### src/rtl/riscv_mem_pkg.sv
// Shared memory-path definitions: word geometry and the store-buffer entry layout.
package riscv_mem_pkg;

    localparam int XLEN              = 32;
    localparam int STB_DEPTH_DEFAULT = 4;
    localparam int WORD_OFS          = 2;

    typedef struct packed {
        logic                     valid;
        logic [XLEN-1:WORD_OFS]   addr;
        logic [XLEN-1:0]          data;
    } stb_entry_t;

endpackage

### src/rtl/stb_fwd_match.sv
// Youngest-first load-forwarding match over the store-buffer entries (purely combinational).
module stb_fwd_match
    import riscv_mem_pkg::*;
#(
    parameter int DEPTH  = STB_DEPTH_DEFAULT,
    parameter int ADDR_W = XLEN
) (
    input  stb_entry_t                 i_entries [DEPTH],
    input  logic [$clog2(DEPTH)-1:0]   i_wr_ptr,
    input  logic [ADDR_W-1:0]          i_ld_addr,
    output logic                       o_hit,
    output logic [XLEN-1:0]            o_data
);

    localparam int PTR_W = $clog2(DEPTH);

    logic [PTR_W-1:0] w_idx;
    logic             w_unused_ofs;

    assign w_unused_ofs = ^i_ld_addr[WORD_OFS-1:0];

    // Walk from oldest (wr_ptr-DEPTH) to youngest (wr_ptr-1) so later matches override.
    always_comb begin
        o_hit  = 1'b0;
        o_data = '0;
        w_idx  = '0;
        for (int k = DEPTH - 1; k >= 0; k--) begin
            w_idx = i_wr_ptr - PTR_W'(1) - PTR_W'(k);
            if (i_entries[w_idx].valid &&
                (i_entries[w_idx].addr == i_ld_addr[ADDR_W-1:WORD_OFS])) begin
                o_hit  = 1'b1;
                o_data = i_entries[w_idx].data;
            end
        end
    end

endmodule

### src/rtl/store_buffer.sv
// Posted-write buffer: accepts core stores in order, drains oldest-first to Data_Memory,
// and forwards the youngest pending matching store to loads.
module store_buffer
    import riscv_mem_pkg::*;
#(
    parameter int DEPTH  = STB_DEPTH_DEFAULT,
    parameter int ADDR_W = XLEN,
    parameter int DATA_W = XLEN
) (
    input  logic                     clk,
    input  logic                     reset,
    input  logic                     st_valid,
    input  logic [ADDR_W-1:0]        st_addr,
    input  logic [DATA_W-1:0]        st_data,
    output logic                     st_ready,
    input  logic                     mem_ready,
    output logic                     mem_we,
    output logic [ADDR_W-1:0]        mem_addr,
    output logic [DATA_W-1:0]        mem_wd,
    input  logic [ADDR_W-1:0]        ld_addr,
    output logic                     ld_fwd_hit,
    output logic [DATA_W-1:0]        ld_fwd_data,
    output logic                     empty,
    output logic [$clog2(DEPTH):0]   count
);

    localparam int PTR_W = $clog2(DEPTH);
    localparam int CNT_W = PTR_W + 1;

    // Handshake: a store transfers on a rising edge where st_valid && st_ready; the core
    // holds st_addr/st_data until then. A drain transfers on every edge where mem_we is high.

    stb_entry_t       r_entries [DEPTH];
    logic [PTR_W-1:0] r_wr_ptr;
    logic [PTR_W-1:0] r_rd_ptr;
    logic [CNT_W-1:0] r_count;

    logic w_empty;
    logic w_enq;
    logic w_deq;
    logic w_unused_ofs;

    assign w_unused_ofs = ^st_addr[WORD_OFS-1:0];

    assign w_empty  = (r_count == '0);
    assign st_ready = (r_count < CNT_W'(DEPTH));
    assign mem_we   = !w_empty && mem_ready;
    assign w_enq    = st_valid && st_ready;
    assign w_deq    = mem_we;
    assign empty    = w_empty;
    assign count    = r_count;

    // Slot at rd_ptr holds stale data when empty, so force the write port quiet.
    assign mem_addr = w_empty ? '0 : {r_entries[r_rd_ptr].addr, 2'b00};
    assign mem_wd   = w_empty ? '0 : r_entries[r_rd_ptr].data;

    always_ff @(posedge clk or posedge reset) begin
        if (reset) begin
            for (int i = 0; i < DEPTH; i++) begin
                r_entries[i] <= '0;
            end
            r_wr_ptr <= '0;
            r_rd_ptr <= '0;
            r_count  <= '0;
        end else begin
            if (w_enq) begin
                r_entries[r_wr_ptr].valid <= 1'b1;
                r_entries[r_wr_ptr].addr  <= st_addr[ADDR_W-1:WORD_OFS];
                r_entries[r_wr_ptr].data  <= st_data;
                r_wr_ptr                  <= r_wr_ptr + PTR_W'(1);
            end
            // wr_ptr == rd_ptr only when empty or full, so enqueue and drain never share a slot.
            if (w_deq) begin
                r_entries[r_rd_ptr].valid <= 1'b0;
                r_rd_ptr                  <= r_rd_ptr + PTR_W'(1);
            end
            case ({w_enq, w_deq})
                2'b10:   r_count <= r_count + CNT_W'(1);
                2'b01:   r_count <= r_count - CNT_W'(1);
                default: r_count <= r_count;
            endcase
        end
    end

    stb_fwd_match #(
        .DEPTH  (DEPTH),
        .ADDR_W (ADDR_W)
    ) u_fwd_match (
        .i_entries (r_entries),
        .i_wr_ptr  (r_wr_ptr),
        .i_ld_addr (ld_addr),
        .o_hit     (ld_fwd_hit),
        .o_data    (ld_fwd_data)
    );

endmodule

### config.mk
export PLATFORM = sky130hd
export DESIGN_NAME = store_buffer
export DESIGN_NICKNAME = d
export VERILOG_FILES = /design/src/rtl/riscv_mem_pkg.sv /design/src/rtl/stb_fwd_match.sv /design/src/rtl/store_buffer.sv
export SDC_FILE = /design/constraint.sdc
export NUM_CORES = 1
export LEC_CHECK = 0
export BUFFER_PORTS_ARGS = -buffer_cell sky130_fd_sc_hd__buf_2
export CAP_MARGIN = 40
export CORE_MARGIN = 2
export CORE_UTILIZATION = 55
export DETAILED_ROUTE_END_ITERATION = 12
export PLACE_DENSITY_LB_ADDON = 0.12
export SLEW_MARGIN = 40
export SYNTH_ARGS = -nofsm -noshare
export SYNTH_HDL_FRONTEND = slang
export SYNTH_SLANG_ARGS = --single-unit
### constraint.sdc
create_clock -name clk -period 8.47 [get_ports clk]
set_clock_uncertainty 0.15 [all_clocks]
set_input_delay 1.2705 -clock clk [delete_from_list [all_inputs] [get_ports clk]]
set_output_delay 1.2705 -clock clk [all_outputs]
set_load 0.005 [all_outputs]
# Yosys cells after proc, flatten, opt, wreduce, memory -nomap -nowiden
# Index checks and enable logic that the tools add are counted.
# op_classes
n_addsub,8
magnitude_cmp,9
n_mux,40
bitwise_logic,6
n_eq_ne,6
n_reduce_logical,11
# ops
op,count
252-bit bitwise mux,4
63-bit binary-select mux with 2-bit select,5
63-bit 2-to-1 mux,10
63-bit demux with 2-bit select,4
252-bit 2-to-1 mux,2
32-bit 2-to-1 mux,7
62-bit 2-to-1 mux,3
30-bit equality test,4
3-bit greater-or-equal comparator (second input constant),6
2-bit NOT with 3-bit output,6
1-bit logical AND,8
3-bit by 1-bit less-than comparator with 1-bit output (second input constant),2
3-bit case mux with 2 select lines,1
2-bit by 1-bit adder with 2-bit output (second input constant),2
1-bit 2-to-1 mux,4
2-bit by 1-bit subtractor with 2-bit output (second input constant),2
2-bit subtractor (second input constant),2
3-bit by 1-bit adder with 3-bit output (second input constant),1
3-bit logical NOT,1
3-bit less-than comparator (second input constant),1
3-bit by 1-bit subtractor with 3-bit output (second input constant),1
2-bit by 1-bit equality test with 1-bit output (second input constant),1
2-bit equality test (second input constant),1
2-bit nonzero test,1
1-bit logical NOT,1
# totals
word_cells,95
in_bits,100
ff_bits,259
out_inout_bits,103

# Longest topological paths before layout
# Gate-level depths: netlist (run 1).
# depth
ltp_word,12
mapped_depth,19
depth_no_buf,10

# Cells and area by module
# A second synthesis (run 1) with hierarchy kept.
# unflattened
hier_cells,1687
hier_area_um2,21069.0
# by_module_without_submodules
mod,cells_each,instances,seq_area_each_um2,area_per_inst_um2
store_buffer,726,1,6481.2,12378.1
stb_fwd_match,961,1,0.0,8690.8

# Worst setup path before layout (run 1)
# OpenSTA, ideal clock, no wires.
# synth_path
kind,flip-flop to output port
start,reg r_wr_ptr[0]
end,out ld_fwd_data[10]
stages_incl_launch_ff,19
path_buffers,8
t_arrival_ps,4660
required_ps,7049
path_slack_ps,2389
cell_sequence,dfrtp_1 buf_6 buf_4 buf_4 buf_4 buf_2 inv_1 ha_1 buf_1 buf_1 mux4_2 xor2_1 nor4_1 nand4_1 nor4_1 nand2_1 clkbuf_1 o21a_1 o22ai_1
# synth_between
elab_chain_cells,12
word_cells_on_any_way,32
cone_classes,add/sub (4); eq/ne (4); mux (16); bitwise (4); reduce/logical (4)
# synth_lines
element,line,rtl
from (decl),store_buffer.sv:34,logic [PTR_W-1:0] r_wr_ptr;
from (signal assigned),store_buffer.sv:70,r_wr_ptr <= r_wr_ptr + PTR_W'(1);
2-bit by 1-bit subtractor with 2-bit output (*),stb_fwd_match.sv:28,w_idx = i_wr_ptr - PTR_W'(1) - PTR_W'(k);
named net u_fwd_match.w_idx[0],stb_fwd_match.sv:17,logic [PTR_W-1:0] w_idx;
2-bit subtractor,stb_fwd_match.sv:28,
2-bit NOT with 3-bit output (implied by the code),"stb_fwd_match.sv:29, stb_fwd_match.sv:30, stb_fwd_match.sv:32",
63-bit binary-select mux with 2-bit select,"stb_fwd_match.sv:29, stb_fwd_match.sv:30, stb_fwd_match.sv:32",
63-bit 2-to-1 mux (implied by the code) (2 in series),stb_fwd_match.sv:29,if (i_entries[w_idx].valid &&
30-bit equality test,stb_fwd_match.sv:30,(i_entries[w_idx].addr == i_ld_addr[ADDR_W-1:WORD_OFS])) begin
1-bit logical AND,stb_fwd_match.sv:29,
32-bit 2-to-1 mux (3 in series),stb_fwd_match.sv:29,
32-bit 2-to-1 mux (*),stb_fwd_match.sv:29,
to (decl),store_buffer.sv:22,"output logic [DATA_W-1:0] ld_fwd_data,"
# Mark *: on every way through the listed nets, which the timed path passes. The rest lies on a longest branch. The select of a mux whose other input is x is not followed.

# Final worst setup path (run 1)
# layout_path
start,reg r_wr_ptr[0]
end,out ld_fwd_data[14]
# The elaborated chain is that of the path after synthesis.

==> results of run 1 <==
-- per-stage QoR --
stage               power (mW)  cells
global route              11.5   2249
floorplan                 7.70   1662
finish                    10.8   2253
global placement          9.19   2189
CTS                       10.7   2246
detailed placement        9.38   2190
-- final timing paths --
check	startpoint	endpoint	cells past startpoint
setup / recovery	r_wr_ptr[0]	ld_fwd_data[14]	13
hold / removal	flip-flop	flip-flop	1
setup reg to reg	r_wr_ptr[0]	flip-flop	5
hold reg to reg	flip-flop	flip-flop	1
max in group asynchronous	reset	r_rd_ptr[1]	4
min in group asynchronous	reset	asynchronous set/reset pin	2
-- Yosys cell counts (9+ instances only) --
cell,count
o21a_1,31
nor3_1,9
mux4_2,160
a221oi_1,35
nor2b_1,66
buf_1,25
ha_1,9
buf_2,26
nand2_1,22
xnor2_1,85
clkbuf_1,100
nor2_1,106
mux2i_1,142
dfrtp_1,259
inv_1,16
nor4_1,17
xor2_1,25
mux2_2,287
o21ai_0,15
nand4_1,14
o22ai_1,47
a21oi_1,87
-- cells by family (layout without fill, tap and decap cells) --
| group | count (synthesis) | in the layout | share of synthesized area [%] |
|---|---|---|---|
| buffers and inverters | 176 | 300 | 3.73 |
| AOI/OAI and AO/OA | 263 | 263 | 8.99 |
| other | 1 | 8 | 0.0191 |
| and+or+nand+nor | 253 | 253 | 6.49 |
| adders and majority gates | 10 | 10 | 0.677 |
| xor gates and xnor gates | 110 | 110 | 4.92 |
| muxes | 589 | 589 | 42.1 |
| DFF | 259 | 259 | 33.1 |
-- layer usage --
| layer | wire length (um) | part of all wire (%) |
|---|---|---|
| met5 | 12 | 0.022 |
| met4 | 1650 | 3.0 |
| met3 | 3950 | 7.1 |
| met2 | 25500 | 46 |
| met1 | 24700 | 44 |
-- power by group through the flow --
stage	Sequential, mW	Clock, mW	Combinational, mW
3_3_place_gp	2.67	0	6.53
5_1_grt	2.86	1.36	7.28
6_report	2.74	1.28	6.73
3_5_place_dp	2.74	0	6.64
4_1_cts	2.72	1.31	6.68
2_1_floorplan	2.36	0	5.35
-- final cells by class --
class,instances,area [um^2]
Fill cell,2836,13500
Tap cell,461,577
Sequential cell,259,6490
Multi-Input combinational cell,1227,12400
Timing Repair Buffer,228,1280
Clock buffer,44,873
Clock inverter,12,106
Inverter,16,63.8
Antenna cell,6,15.0
==> metrics.csv, run 1 <==
stage;metric;value;unit
die;die_w;193;um
worst_setup_path;critPathArrivalTime;6.20;ns
logic_synthesis;synth.area.top_cells;dfrtp_1 33%, mux4_2 18%, mux2_2 16%;
grt;grt_pass1_wl;87000;um
die;die_y;193;um
sta;tightest_slew;0.786;ns
grt;antenna_found_initial;6;
die;die_area;37200;um^2
power_and_ir_drop;swShare;42.4;%
clocking;cts-resized-gates;0;
route;post_drt_wl_per_cell;24.8;um
grt;grt_overflow;0;
logic_synthesis;synth_top_cell_by_area;dfrtp_1;
worst_setup_path;path_delay_family;simple AND/OR/NAND/NOR gates;
worst_setup_path;critical_path_buf_inv_count;4;
logic_synthesis;ys_types;56;
sta;finalSetupViolations;0;
logic_synthesis;synthArstFlopShare;100;%
grt;gr-usage-met3;3.78;%
worst_setup_path;path_cells;inv_1 > ha_4 > buf_4 > mux4_2 > xor2_1 > nor4_1 > nand4_1 > nor4_1 > nand2_1 > buf_4 > nand3b_4 > o22ai_1 > buf_2;
clocking;tritoncts;built;
worst_setup_path;end_kind;output port;
sta;grt_setup_unrepaired;no;
route;finalWirelength;55800;um
place;port_buffers;196;
clocking;cts_max_level;1;
place;place_area;20800;um^2
logic_synthesis;synth-edff-count;0;
place;gp_congestion;0.994;
power_and_ir_drop;comb_power_share;62.6;%
route;postRouteAntennaNets;0;
clocking;ctsHoldBuffers;0;
sta;hold_viol_final;0;
logic_synthesis;synthFlopType;dfrtp_1;
die;row_count;69;
cells_and_area;postLayoutCoreUtil;61.9;%
status;status;finished clean;
clocking;post_cts_buffers;0;
power_and_ir_drop;p_switching;4.56;mW
sta;fin_ws;0.854;ns
die;ios;203;
power_and_ir_drop;pwr-share-seq;25.5;%
sta;finalMaxSlewViolations;0;
cells_and_area;final_common_cell;mux2_2;
route;vias_per_cell;6.66;
logic_synthesis;synth_top_area_share;33.1;%
cells_and_area;final_nets;1872;
sta;period_share;89.9;%
die;coreArea;35300;um^2
logic_synthesis;avgSynthCellArea;11.8;um^2
sta;period_needed;7.62;ns
cells_and_area;syn2layout_area_growth;11.5;%
worst_setup_path;crit_slowest_cell;dfrtp_4;
clocking;clock_latency;0.58;ns
power_and_ir_drop;internal_power;6.19;mW
grt;grtUsageMet1;45.9;%
clocking;cts_sinks;259;
sta;holdWs;0.412;ns
worst_setup_path;crit_fanout;42;
worst_setup_path;slowest_delay;0.86;ns
cells_and_area;mostFrequentLayoutCells;287 x mux2_2, 256 x dfrtp_1, 196 x buf_2, 160 x mux4_2, 142 x mux2i_1;
power_and_ir_drop;peakVddDrop;334;uV
cells_and_area;drive_gt1_share;41.2;%
logic_synthesis;synth_seq_area_share;33.1;%
clocking;cts_made_buffers;30;
sta;slew_headroom;47.5;%
worst_setup_path;critPathRequiredTime;7.05;ns
clocking;clk_pin_slew;0.06;ns
route;via_count;15000;
power_and_ir_drop;static-leakage-power;9.13;nW
route;drtPass1Iterations;7;
grt;grtUsageTotal;30.4;%
route;drc;0;
power_and_ir_drop;clkPwrFrac;11.9;%
die;start_util;55.5;%
place;place_worst_setup_slack;1.52;ns
clocking;cts_max_path_buffers;3;
power_and_ir_drop;power_density;492;nW/um^2
min_path;hold_path_class;reg -> reg;
cells_and_area;finish.instance_area;21900;um^2
worst_setup_path;critPathLaunchType;flip-flop;
grt;grt_max_degree;196;
job;cap_violations;0;
grt;grt_pass1_vias;14600;
grt;grtUsageMet2;45.6;%
logic_synthesis;ys_ff_latch;259;
logic_synthesis;syn_inst;1661;
grt;grt.busiest_layer;met1;
clocking;cts_root_buffer;clkbuf_16;
logic_synthesis;netlist_area;19600;um^2
sta;tns;0;ns
worst_setup_path;rrSetupSlack;5.24;ns
sta;max_freq;131;MHz
route;drt-initial-drc-count;1222;
worst_setup_path;crit_type;reg -> out;
place;dpl.hpwl;37200;um
logic_synthesis;ys_warn_count;0;
(Power assumes the default switching activity.)
==> inputs of run 2 (changes only) <==
--- a/config.mk
+++ b/config.mk
@@ -5,6 +5,7 @@
 export SDC_FILE = /design/constraint.sdc
 export NUM_CORES = 1
 export LEC_CHECK = 0
+export ABC_AREA = 0
 export BUFFER_PORTS_ARGS = -buffer_cell sky130_fd_sc_hd__buf_2
 export CAP_MARGIN = 40
 export CORE_MARGIN = 2
==> constraint.sdc (replaced) <==
create_clock -name clk -period 8.47 [get_ports clk]
set_clock_uncertainty 0.15 [all_clocks]
set_input_delay 0.4235 -clock clk [delete_from_list [all_inputs] [get_ports clk]]
set_output_delay 0.4235 -clock clk [all_outputs]
set_load 0.005 [all_outputs]
==> run 2 against run 1 <==
  * Die area stayed put
  * Sequential power hardly changed
  * Global-route usage is 0.056 points higher
  * Critical path type unchanged
  * First-iteration DRC count is 9.5% higher
  * Maximum frequency is 6.4% higher
  * Via count is 0.90% higher
==> metrics.csv, run 2 (synthesis results as in run 1) <==
stage;metric;value;unit;change
route;wl_met3;3590;um;-9.2%
sta;finalSetupViolations;0;;unchanged
cells_and_area;final_nets;1927;;+2.9%
grt;grt_pass1_vias;14800;;+1.4%
clocking;cts_sinks;259;;unchanged
worst_setup_path;r2r.worst_path.cells;5;;unchanged
clocking;tritoncts;built;;
die;start_util;55.5;%;unchanged
die;coreArea;35300;um^2;unchanged
sta;grt_setup_unrepaired;no;;
worst_setup_path;rrSetupSlack;5.16;ns;-0.08 ns
grt;antenna_found_initial;6;;unchanged
route;drc;0;;unchanged
min_path;hold-path-endpoint;r_rd_ptr[0];;
sta;max_freq;140;MHz;+6.4%
route;drt-initial-drc-count;1338;;+9.5%
die;ios;203;;unchanged
min_path;hold_depth;3;;+2
die;die_y;193;um;unchanged
min_path;hold_path_class;in -> reg;;
die;row_count;69;;unchanged
power_and_ir_drop;pwr-share-seq;25.0;%;-0.5 points
place;place_area;20800;um^2;about the same
cells_and_area;mostFrequentLayoutCells;287 x mux2_2, 256 x dfrtp_1, 196 x buf_2, 160 x mux4_2, 142 x mux2i_1;;
cells_and_area;finish.instance_area;22500;um^2;+3.1%
grt;grt_pass1_wl;87000;um;about the same
power_and_ir_drop;power_density;483;nW/um^2;-1.9%
route;vias_per_cell;6.57;;-1.4%
cells_and_area;final_common_cell;mux2_2;;
clocking;cts_max_path_buffers;3;;unchanged
power_and_ir_drop;swShare;42.3;%;-0.097 points
cells_and_area;n_fill_cell;2779;;-2.0%
worst_setup_path;critPathArrivalTime;6.59;ns;+0.39 ns
sta;finalMaxSlewViolations;0;;unchanged
route;postRouteAntennaNets;0;;unchanged
worst_setup_path;critPathLaunchType;flip-flop;;
worst_setup_path;path_cells;buf_12 > buf_4 > buf_12 > mux2i_1 > xnor2_1 > or4_1 > or4_1 > a2111oi_4 > buf_4 > and2_1 > buf_4 > a21oi_1 > o22ai_1 > buf_2;;
clocking;cts_max_level;1;;unchanged
power_and_ir_drop;internal_power;6.28;mW;+1.3%
clocking;post_cts_buffers;0;;unchanged
cells_and_area;drive_gt1_share;39.4;%;-1.8 points
route;post_drt_wl_per_cell;24.4;um;-1.6%
worst_setup_path;path_delay_family;buffers and inverters;;
worst_setup_path;crit_top_cell;buf_4;;
worst_setup_path;critPathRequiredTime;7.90;ns;+0.85 ns
die;die_area;37200;um^2;unchanged
grt;grt_overflow;0;;unchanged
cells_and_area;multiInputGateArea;12500;um^2;+0.10%
route;dr.max_layer_used;met5;;
worst_setup_path;crit_fanout;124;;+200%
clocking;clk_pin_slew;0.06;ns;about the same
grt;grtUsageTotal;30.5;%;+0.056 points
worst_setup_path;slowest_delay;0.80;ns;-0.06 ns
route;met1Wirelength;25200;um;+2.2%
job;cap_violations;0;;unchanged
clocking;clock_latency;0.59;ns;about the same
route;via_count;15100;;+0.90%
power_and_ir_drop;clkPwrFrac;12.1;%;+0.2 points
clocking;cts_root_buffer;clkbuf_16;;
power_and_ir_drop;p_total;10.9;mW;+1.1%
sta;period_needed;7.16;ns;-0.456 ns
sta;slew_headroom;48.0;%;+0.55 points
worst_setup_path;end_kind;output port;;
place;port_buffers;196;;unchanged
sta;tns;0;ns;unchanged
route;drtPass1Iterations;5;;-2
place;dpl.hpwl;36500;um;-1.8%
cells_and_area;seqCellArea;6490;um^2;unchanged
power_and_ir_drop;comb_power_share;62.9;%;+0.3 points
grt;grt_max_degree;196;;unchanged
min_path;hp-start;mem_ready;;
route;wl_met2;26000;um;+1.7%
die;die_w;193;um;unchanged
sta;tightest_slew;0.758;ns;-0.0283 ns
cells_and_area;syn2layout_area_growth;14.9;%;
sta;hold_viol_final;0;;unchanged
worst_setup_path;crit_slowest_cell;dfrtp_4;;
worst_setup_path;r2r_start;r_wr_ptr[0];;
power_and_ir_drop;peakVddDrop;430;uV;+29%
sta;period_share;84.5;%;-5.4 points
place;gp_congestion;0.989;;-0.51%
worst_setup_path;crit_type;reg -> out;;
power_and_ir_drop;p_switching;4.60;mW;+0.91%
clocking;cts_made_buffers;30;;unchanged
worst_setup_path;critical_path_buf_inv_count;6;;+2
route;finalWirelength;56200;um;+0.74%
status;status;finished clean;;
power_and_ir_drop;static-leakage-power;9.39;nW;+2.9%
## run 2: area by class of cell
cell class | instances | area share (%)
sequential | 259 | 28.8
clock buffer | 44 | 3.74
multi-input combinational | 1227 | 55.3
timing repair buffer | 283 | 8.54
tap | 461 | 2.56
inverter | 16 | 0.322
clock inverter | 11 | 0.639
antenna | 5 | 0.0555
## run 2: through the flow
step / std cells / hold WS (ns) / utilization (%) / worst slack (ns)
after CTS: 2298 / 0.213 / 63.5 / 1.22
after global placement: 2177 / 0.384 / 58.7 / 1.93
after detailed placement: 2180 / 0.395 / 58.9 / 1.89
after floorplan: 1662 / 0.358 / - / 0.770
after global routing: 2305 / 0.197 / 63.8 / 1.03
final: 2306 / 0.175 / 63.8 / 1.31
## run 2: worst max-delay path by stage
stage	startpoint	endpoint	slack (ns)	cells after the start
6_report	r_wr_ptr[0]	ld_fwd_data[14]	1.31	14
5_1_grt	r_wr_ptr[0]	ld_fwd_data[14]	1.03	14
4_1_cts	r_wr_ptr[0]	ld_fwd_data[14]	1.22	13
3_5_place_dp	r_wr_ptr[0]	ld_fwd_data[14]	1.89	13
3_3_place_gp	r_wr_ptr[0]	ld_fwd_data[14]	1.93	13
2_1_floorplan	reset	asynchronous set/reset pin	0.77	1
## run 2: power groups by stage
stage               Clock, mW  Sequential (mW)  Combinational, mW
floorplan                   0             2.36               5.34
global placement            0             2.70               6.50
detailed placement          0             2.71               6.70
CTS                      1.35             2.70               6.77
global route             1.40             2.84               7.36
finish                   1.32             2.72               6.84
## run 2: timing repair
action	in CTS	in global routing
hold buffers	63	0
hold endpoints to repair	360	0
gates resized for setup	0	0
## run 2: worst reg2reg max path, cell delays in order (launching register included)
cell     delay, ns
dfrtp_4       0.80
buf_12        0.64
ha_1          0.41
nand2_4       0.30
buf_4         0.47
mux2_2        0.40
## run 2: metal layers
metal  track usage, %  vias up
met5                0        -
li1                 -     6683
met1             45.0     7785
met4             10.2        2
met3             3.89      101
met2             46.6      573
